==> src/rtl/rob_commit.sv <==
// In-order reorder buffer with single-entry retirement per cycle.
// Optional ROB_RETIRE_COUNT_EN adds a 32-bit retired-commit counter.
module rob_commit #(
  parameter int DEPTH = 16,
  parameter int PTR_W = 4
) (
  input  logic             CLK,
  input  logic             RESET,
  input  logic             FLUSH,
  input  logic             alloc_valid,
  input  logic             alloc_regwrite,
  input  logic [4:0]       alloc_arch,
  input  logic [5:0]       alloc_new_phys,
  input  logic [5:0]       alloc_old_phys,
  input  logic [31:0]      alloc_pc,
  input  logic             alloc_sys,
  output logic [PTR_W-1:0] alloc_tag,
  output logic             rob_halt,
  input  logic             complete_valid,
  input  logic [PTR_W-1:0] complete_tag,
  output logic             commit_valid,
  output logic             commit_regwrite,
  output logic [4:0]       commit_arch,
  output logic [5:0]       commit_phys,
  output logic [31:0]      commit_pc,
  output logic             commit_sys,
  output logic             free_valid,
  output logic [5:0]       free_phys,
`ifdef ROB_RETIRE_COUNT_EN
  output logic [31:0]      retired,
`endif
  output logic [PTR_W:0]   count
);

  typedef struct packed {
    logic        regwrite;
    logic [4:0]  arch;
    logic [5:0]  new_phys;
    logic [5:0]  old_phys;
    logic [31:0] pc;
    logic        sys;
  } entry_t;

  localparam logic [PTR_W:0] FULL = (PTR_W+1)'(DEPTH);

  entry_t             mem [DEPTH];
  logic [DEPTH-1:0]   valid;
  logic [DEPTH-1:0]   done;
  logic [PTR_W-1:0]   head;
  logic [PTR_W-1:0]   tail;
  logic               alloc_ok;
  logic               commit_ok;
  entry_t             head_ent;

  assign rob_halt  = (count == FULL);
  assign alloc_tag = tail;

  // Accept/retire decisions; flush suppresses both.
  always_comb begin
    alloc_ok  = alloc_valid & ~rob_halt & ~FLUSH;
    commit_ok = valid[head] & done[head] & ~FLUSH;
    head_ent  = mem[head];
  end

  // Entry payload storage, written at tail on allocation.
  always_ff @(posedge CLK or negedge RESET) begin
    if (!RESET) begin
      for (int i = 0; i < DEPTH; i++) mem[i] <= '0;
    end else if (alloc_ok) begin
      mem[tail] <= '{alloc_regwrite, alloc_arch, alloc_new_phys,
                     alloc_old_phys, alloc_pc, alloc_sys};
    end
  end

  // Valid/done bits; allocation overrides a same-slot retire.
  always_ff @(posedge CLK or negedge RESET) begin
    if (!RESET) begin
      valid <= '0;
      done  <= '0;
    end else if (FLUSH) begin
      valid <= '0;
      done  <= '0;
    end else begin
      if (complete_valid && valid[complete_tag])
        done[complete_tag] <= 1'b1;
      if (commit_ok) begin
        valid[head] <= 1'b0;
        done[head]  <= 1'b0;
      end
      if (alloc_ok) begin
        valid[tail] <= 1'b1;
        done[tail]  <= 1'b0;
      end
    end
  end

  // Head/tail pointers and occupancy.
  always_ff @(posedge CLK or negedge RESET) begin
    if (!RESET) begin
      head  <= '0;
      tail  <= '0;
      count <= '0;
    end else if (FLUSH) begin
      head  <= '0;
      tail  <= '0;
      count <= '0;
    end else begin
      head  <= head + PTR_W'(commit_ok);
      tail  <= tail + PTR_W'(alloc_ok);
      count <= count + (PTR_W+1)'(alloc_ok)
                     - (PTR_W+1)'(commit_ok);
    end
  end

  // Registered commit and free-list outputs; payload holds when idle.
  always_ff @(posedge CLK or negedge RESET) begin
    if (!RESET) begin
      commit_valid    <= 1'b0;
      commit_regwrite <= 1'b0;
      commit_arch     <= '0;
      commit_phys     <= '0;
      commit_pc       <= '0;
      commit_sys      <= 1'b0;
      free_valid      <= 1'b0;
      free_phys       <= '0;
    end else begin
      commit_valid <= commit_ok;
      free_valid   <= commit_ok & head_ent.regwrite
                    & (head_ent.arch != 5'd0);
      if (commit_ok) begin
        commit_regwrite <= head_ent.regwrite;
        commit_arch     <= head_ent.arch;
        commit_phys     <= head_ent.new_phys;
        commit_pc       <= head_ent.pc;
        commit_sys      <= head_ent.sys;
        free_phys       <= head_ent.old_phys;
      end
    end
  end

`ifdef ROB_RETIRE_COUNT_EN
  // Lifetime commit counter; survives flush, wraps naturally.
  always_ff @(posedge CLK or negedge RESET) begin
    if (!RESET)
      retired <= '0;
    else if (commit_ok)
      retired <= retired + 32'd1;
  end
`endif

endmodule

==> config.mk <==
export PLATFORM = sky130hd
export DESIGN_NAME = rob_commit
export DESIGN_NICKNAME = d
export VERILOG_FILES = /design/src/rtl/rob_commit.sv
export SDC_FILE = /design/constraint.sdc
export NUM_CORES = 1
export LEC_CHECK = 0
export CAP_MARGIN = 0
export CORE_ASPECT_RATIO = 1.4
export CORE_MARGIN = 10
export CORE_UTILIZATION = 55
export DETAILED_ROUTE_END_ITERATION = 16
export GPL_ROUTABILITY_DRIVEN = 0
export PLACE_DENSITY = 0.83
export SLEW_MARGIN = 20
export SYNTH_ARGS = -nofsm -noshare
export SYNTH_HDL_FRONTEND = slang
export SYNTH_SLANG_ARGS = --single-unit
==> constraint.sdc <==
create_clock -name CLK -period 3.6 [get_ports CLK]
set_input_delay 0.72 -clock CLK [delete_from_list [all_inputs] [get_ports CLK]]
set_output_delay 0.72 -clock CLK [all_outputs]
set_load 0.1 [all_outputs]
### Word level (Yosys, flattened, before mapping)

Index checks and enable logic that the tools add are counted.

| word-level totals | value |
|---|---|
| register bits | 914 |
| bits of input ports | 60 |
| output and inout bits | 63 |
| logic and storage cells | 177 |

| cells by class | value |
|---|---|
| add/sub/neg operators | 4 |
| $lt $le $gt $ge | 9 |
| equal/unequal tests | 1 |
| multiplexer cells | 31 |
| bitwise operators | 17 |
| reduce and logical (&&, ||, !) cells | 6 |

Operators by type and width:

| kind | count |
|---|---|
| 816-bit bitwise mux | 1 |
| 51-bit binary-select mux with 4-bit select | 1 |
| 51-bit demux with 4-bit select | 1 |
| 16-bit two-way mux | 10 |
| 51-bit two-way mux | 3 |
| 16-bit bitwise AND | 3 |
| 16-bit NOT | 2 |
| 16-bit bitwise OR | 2 |
| 4-bit by 5-bit < comparator with 1-bit output (second input constant) | 3 |
| 1-bit binary-select mux with 4-bit select | 3 |
| 1-bit demux with 4-bit select | 3 |
| 4-bit by 1-bit greater-or-equal comparator with 1-bit output (second input constant) | 3 |
| 5-bit greater-or-equal comparator (second input constant) | 2 |
| 4-bit NOT with 5-bit output | 2 |
| 4-bit by 1-bit adder with 4-bit output | 2 |
| 4-bit two-way mux | 2 |
| 1-bit bitwise AND | 6 |
| 1-bit two-way mux | 6 |
| 5-bit by 1-bit adder with 5-bit output | 1 |
| 5-bit equality test (second input constant) | 1 |
| 1-bit logical AND | 5 |
| 5-bit by 1-bit < comparator with 1-bit output (second input constant) | 1 |
| 5-bit two-way mux | 1 |
| 5-bit nonzero test | 1 |
| other kinds (2) | 3 |

### Logic depth before layout (Yosys ltp)

| logic depth | value |
|---|---|
| word-level depth | 13 |
| mapped depth | 18 |
| mapped depth without buffers | 15 |

### Least setup slack after synthesis

No wires, ideal clock.

| timing path | value |
|---|---|
| path kind | reg-to-reg |
| from | register count[2] |
| to | register count[4] |
| setup time | 78 ps |
| arrival time | 3387 ps |
| path slack | 135 ps |
| stages on the path, launching flop included | 16 |
| buffers on the path | 0 |
| period minus slack after synthesis | 3465 ps |
| cell sequence | dfrtp_1 > inv_1 > ha_1 > and4bb_4 > nor3b_4 > inv_2 > ha_1 > inv_1 > ha_1 > inv_1 > fa_1 > inv_1 > a21oi_1 > nor2_1 > or3_1 > a21oi_1 |

| between the ends | value |
|---|---|
| word-level cells in the longest chain between the ends | 7 |

RTL lines:

| item | line | source |
|---|---|---|
| from (decl) | 32 | `output logic [PTR_W:0] count` |
| from (signal assigned) | 110 | `count <= count + (PTR_W+1)'(alloc_ok)` |
| 5-bit equality test | 55 | `assign rob_halt = (count == FULL);` |
| net rob_halt | 18 | `output logic rob_halt,` |
| 1-bit NOT | 60 | `alloc_ok = alloc_valid & ~rob_halt & ~FLUSH;` |
| 1-bit bitwise AND (2 in a row) | 60 |  |
| 5-bit by 1-bit adder with 5-bit output | 110 |  |
| 5-bit by 1-bit subtractor with 5-bit output | 111 | `- (PTR_W+1)'(commit_ok);` |
| 5-bit two-way mux | 103 | `end else if (FLUSH) begin` |

The timed path passes the listed nets, and every way through them passes these cells.
A chain may end at the register's enable or synchronous reset.

### Final worst setup path

| timing path | value |
|---|---|
| from | register head[0] |
| to | register count[4] |

| between the ends | value |
|---|---|
| word-level cells in the longest chain between the ends | 6 |
| elaborated cells between the ends (all ways) | 8 |

RTL lines:

| item | line | source |
|---|---|---|
| from (decl) | 49 | `logic [PTR_W-1:0] head;` |
| from (signal assigned) | 108 | `head <= head + PTR_W'(commit_ok);` |
| 1-bit binary-select mux with 4-bit select | 61 | `commit_ok = valid[head] & done[head] & ~FLUSH;` |
| 1-bit two-way mux (implied by the code) | 61 |  |
| 1-bit bitwise AND (*) (2 in a row) | 61 |  |
| net commit_ok | 52 | `logic commit_ok;` |
| 5-bit by 1-bit subtractor with 5-bit output (*) | 111 |  |
| 5-bit two-way mux (*) | 103 |  |

The timed path passes the listed nets; every way through them passes the cells marked *. The select of a mux whose other input is x is not followed.

==> metrics <==
most frequent cell after synthesis sky130_fd_sc_hd__dfrtp_1; later-pin clock latency in the skew report 0.64 ns; Post-Route Skew 0.0270 ns; Critical Path End Type flop; Sum Neg Setup Slack 0 ns; Yosys warning count 0; via count 22669; critical path data required time 4.16 ns; asr flop ratio synth 100%; Max H-tree Level 3; Final setup viols 0; CTS Buf Count 82; number of nets with antenna violations after detailed routing 0; syn_nets 2546; min cycle time layout 3.31 ns; number of buffers added to fix hold violations after cts 0; relative area change from synthesis to final layout 13.1%; count of port buffers added during placement 122; number of failing hold endpoints at the final stage 0; outcome finished clean; maximum number of pins on one net before global-route repair 123; pin slew with the least headroom to its limit 1.07 ns; via count of the first global-routing pass 25367; Fill cells 4993; detailed-route wire length per cell 26.7 um; CTS Root Buffer Type sky130_fd_sc_hd__clkbuf_16; setup repair after global routing missed its margin no; total congestion overflow 0; pre-CTS WS 0.328 ns; power density normalized to cell area 503 nW/um^2; effective utilization at floorplan 55.5%; fraction of post-synthesis cell area in the top cell type by area 55.9%; placeable core area 73800 sq um; total met2 wirelength after detailed routing 49700 um; wire length on met1 37200 um; post-route fraction of the period consumed by the critical path 92.0%; Max Cap Viol 0; # IOs 123; top cells by count, synth sky130_fd_sc_hd__dfrtp_1 (914), sky130_fd_sc_hd__mux2_2 (864), sky130_fd_sc_hd__mux4_2 (255), sky130_fd_sc_hd__clkbuf_1 (94), sky130_fd_sc_hd__buf_2 (78); die area 85900 sq um; Final Total Pwr 0.0233 W; number of antenna violations at the first check in global routing 6; Max Buffers Root-to-Sink 3; main flop type after synthesis sky130_fd_sc_hd__dfrtp_1; TritonCTS Sinks 914; cell count after synthesis 2475; global-route wire length before repair 151000 um; Crit Path Category reg -> reg; Max transition margin 28.8%; part of the Yosys area used for sequential elements 55.9%; Gates resized, CTS repair 0; die height 343 um; detailed placer's ending HPWL 54900 um; Pre-antenna DRT Iters 5; final-stage net count 2615; clock slew seen by the registers of the worst setup and hold paths 0.07 ns; Max Transition Viols Final 0; total standard cell area after synthesis 40900 sq um; Peak supply drop 0.368 mV; Leak 21.3 nW; die span in x 251 um; post-CTS setup-driven buffer insertion count 0; maximum operating frequency 0.302 GHz; arrival time of data at the critical path endpoint 3.87 ns; path type of the worst min-delay path in -> async; maximum fanout along the worst path 16; number of synthesized flops with an enable pin 0; element type at the critical path start flop; routed length on met3 5540 um; cell row count 118; number of violations reported at the end of detailed-routing iteration 0 1589; area leader, netlist sky130_fd_sc_hd__dfrtp_1; top cells by area, synth sky130_fd_sc_hd__dfrtp_1 (56%), sky130_fd_sc_hd__mux2_2 (24%), sky130_fd_sc_hd__mux4_2 (14%); clock tree from TritonCTS done; synthesis-stage register bit count 914; Highest Signal Layer met5; Total Routed Length 95400 um; number of distinct library cells after synthesis 48; layout cell share with drive strength beyond 1 52.6%; post-route worst setup slack 0.289 ns; Total Routing Usage GR 22.5%; detailed-route vias per instance 6.35; drt drc 0; average instance area after synthesis 16.5 sq um
## cells in the final DEF, fill, tap and decap left out, types with 4 or more instances in the layout
cell / netlist / layout
sky130_fd_sc_hd__buf_12: 0 / 35
sky130_fd_sc_hd__nand3_1: 11 / 10
sky130_fd_sc_hd__clkinv_2: 0 / 16
sky130_fd_sc_hd__nand2b_1: 8 / 8
sky130_fd_sc_hd__o21ai_0: 12 / 12
sky130_fd_sc_hd__bufinv_16: 0 / 10
sky130_fd_sc_hd__nor3_4: 1 / 4
sky130_fd_sc_hd__nor3_1: 4 / 4
sky130_fd_sc_hd__dfrtp_1: 914 / 910
sky130_fd_sc_hd__a21oi_1: 30 / 30
sky130_fd_sc_hd__nand2_1: 20 / 19
sky130_fd_sc_hd__inv_1: 11 / 11
sky130_fd_sc_hd__nor2_1: 33 / 24
sky130_fd_sc_hd__mux4_1: 6 / 6
sky130_fd_sc_hd__nor2b_1: 11 / 11
sky130_fd_sc_hd__mux4_2: 255 / 255
sky130_fd_sc_hd__buf_4: 15 / 53
sky130_fd_sc_hd__clkbuf_1: 94 / 10
sky130_fd_sc_hd__nor4_1: 15 / 15
sky130_fd_sc_hd__a31oi_1: 4 / 4
sky130_fd_sc_hd__clkbuf_8: 0 / 17
sky130_fd_sc_hd__a22oi_1: 12 / 12
sky130_fd_sc_hd__clkdlybuf4s50_1: 0 / 107
sky130_fd_sc_hd__clkbuf_16: 0 / 86
sky130_fd_sc_hd__mux2_2: 864 / 864
sky130_fd_sc_hd__xor2_1: 4 / 4
sky130_fd_sc_hd__clkinvlp_4: 0 / 8
sky130_fd_sc_hd__nor2_4: 0 / 10
sky130_fd_sc_hd__ha_1: 10 / 10
## final timing paths
kind,from,to,slack (ns),depth (start not counted)
setup / recovery,head[0]$_DFF_PN0_,count[4]$_DFF_PN0_,0.29,15
hold / removal,RESET,mem[443]$_DFFE_PN0P_,0.13,1
setup reg to reg,head[0]$_DFF_PN0_,count[4]$_DFF_PN0_,0.29,15
hold reg to reg,mem[796]$_DFFE_PN0P_,mem[796]$_DFFE_PN0P_,0.49,1
max in group asynchronous,RESET,mem[57]$_DFFE_PN0P_,2.44,2
min in group CLK,mem[796]$_DFFE_PN0P_,mem[796]$_DFFE_PN0P_,0.49,1
## critical path, stage by stage (launching register included)
cell and delay (ns):
sky130_fd_sc_hd__dfrtp_4 0.59, sky130_fd_sc_hd__mux4_2 0.57, sky130_fd_sc_hd__a22oi_1 0.23, sky130_fd_sc_hd__nand2_1 0.14, sky130_fd_sc_hd__nand3_4 0.10, sky130_fd_sc_hd__inv_1 0.08
sky130_fd_sc_hd__ha_1 0.28, sky130_fd_sc_hd__inv_1 0.04, sky130_fd_sc_hd__ha_1 0.18, sky130_fd_sc_hd__inv_1 0.08, sky130_fd_sc_hd__fa_1 0.20, sky130_fd_sc_hd__inv_1 0.05
sky130_fd_sc_hd__a21oi_1 0.12, sky130_fd_sc_hd__nor2_1 0.06, sky130_fd_sc_hd__or3_1 0.34, sky130_fd_sc_hd__a21oi_1 0.15
## stage by stage
step / cell area, sq um / hold WS (ns) / cells / utilization, %
6_report: 46300 / 0.131 / 3570 / 62.7
5_1_grt: 46300 / 0.168 / 3570 / 62.7
4_1_cts: 46300 / 0.150 / 3568 / 62.7
3_5_place_dp: 43400 / 0.474 / 3420 / 58.8
3_3_place_gp: 43400 / 0.465 / 3420 / 58.8
2_1_floorplan: 40900 / 0.424 / 2475 / -
## power breakdown
part / leakage (nW) / total, W / internal, W / switching (W)
Clock: 1.41 / 0.00930 / 0.00544 / 0.00386
Combinational: 7.40 / 0.00250 / 0.00133 / 0.00117
Sequential: 12.5 / 0.0115 / 0.0111 / 0.000434
## state kept, by name, summed over array words and instances (netlist names), 5 cells and up
| signal | cells |
|---|---|
| commit_phys | 6 |
| valid | 16 |
| done | 16 |
| commit_pc | 32 |
| commit_arch | 5 |
| free_phys | 6 |
| count | 5 |
| mem | 816 |
## cell families (layout without fill, tap and decap cells)
family	count (synthesis)	in the layout	share of synthesized area [%]
mux	1130	1130	38.3
flops	914	914	55.9
buf+inv	223	356	2.66
simple gates	126	126	1.74
compound gates	64	64	0.917
fa+ha+maj	11	11	0.355
xor+xnor	7	7	0.150
other cells	0	2	0
## routing by layer
metal  global-route usage, %  vias to the layer above
li1                        -                     9406
met1                    27.8                    12394
met2                    38.6                      651
met3                    4.41                      210
met4                    8.45                        8
met5                       0                        -
## final cells by class
| type | count | area, sq um | share of cell area, % |
|---|---|---|---|
| Tap cell | 960 | 1200 | 2.59 |
| Multi-Input combinational cell | 1338 | 17100 | 36.9 |
| Timing Repair Buffer | 196 | 2180 | 4.72 |
| Clock buffer | 113 | 2420 | 5.23 |
| Clock inverter | 35 | 457 | 0.986 |
| Antenna cell | 2 | 5.00 | 0.0108 |
| Sequential cell | 914 | 22900 | 49.4 |
| Inverter | 12 | 45.0 | 0.0973 |
(Power assumes the default switching activity.)
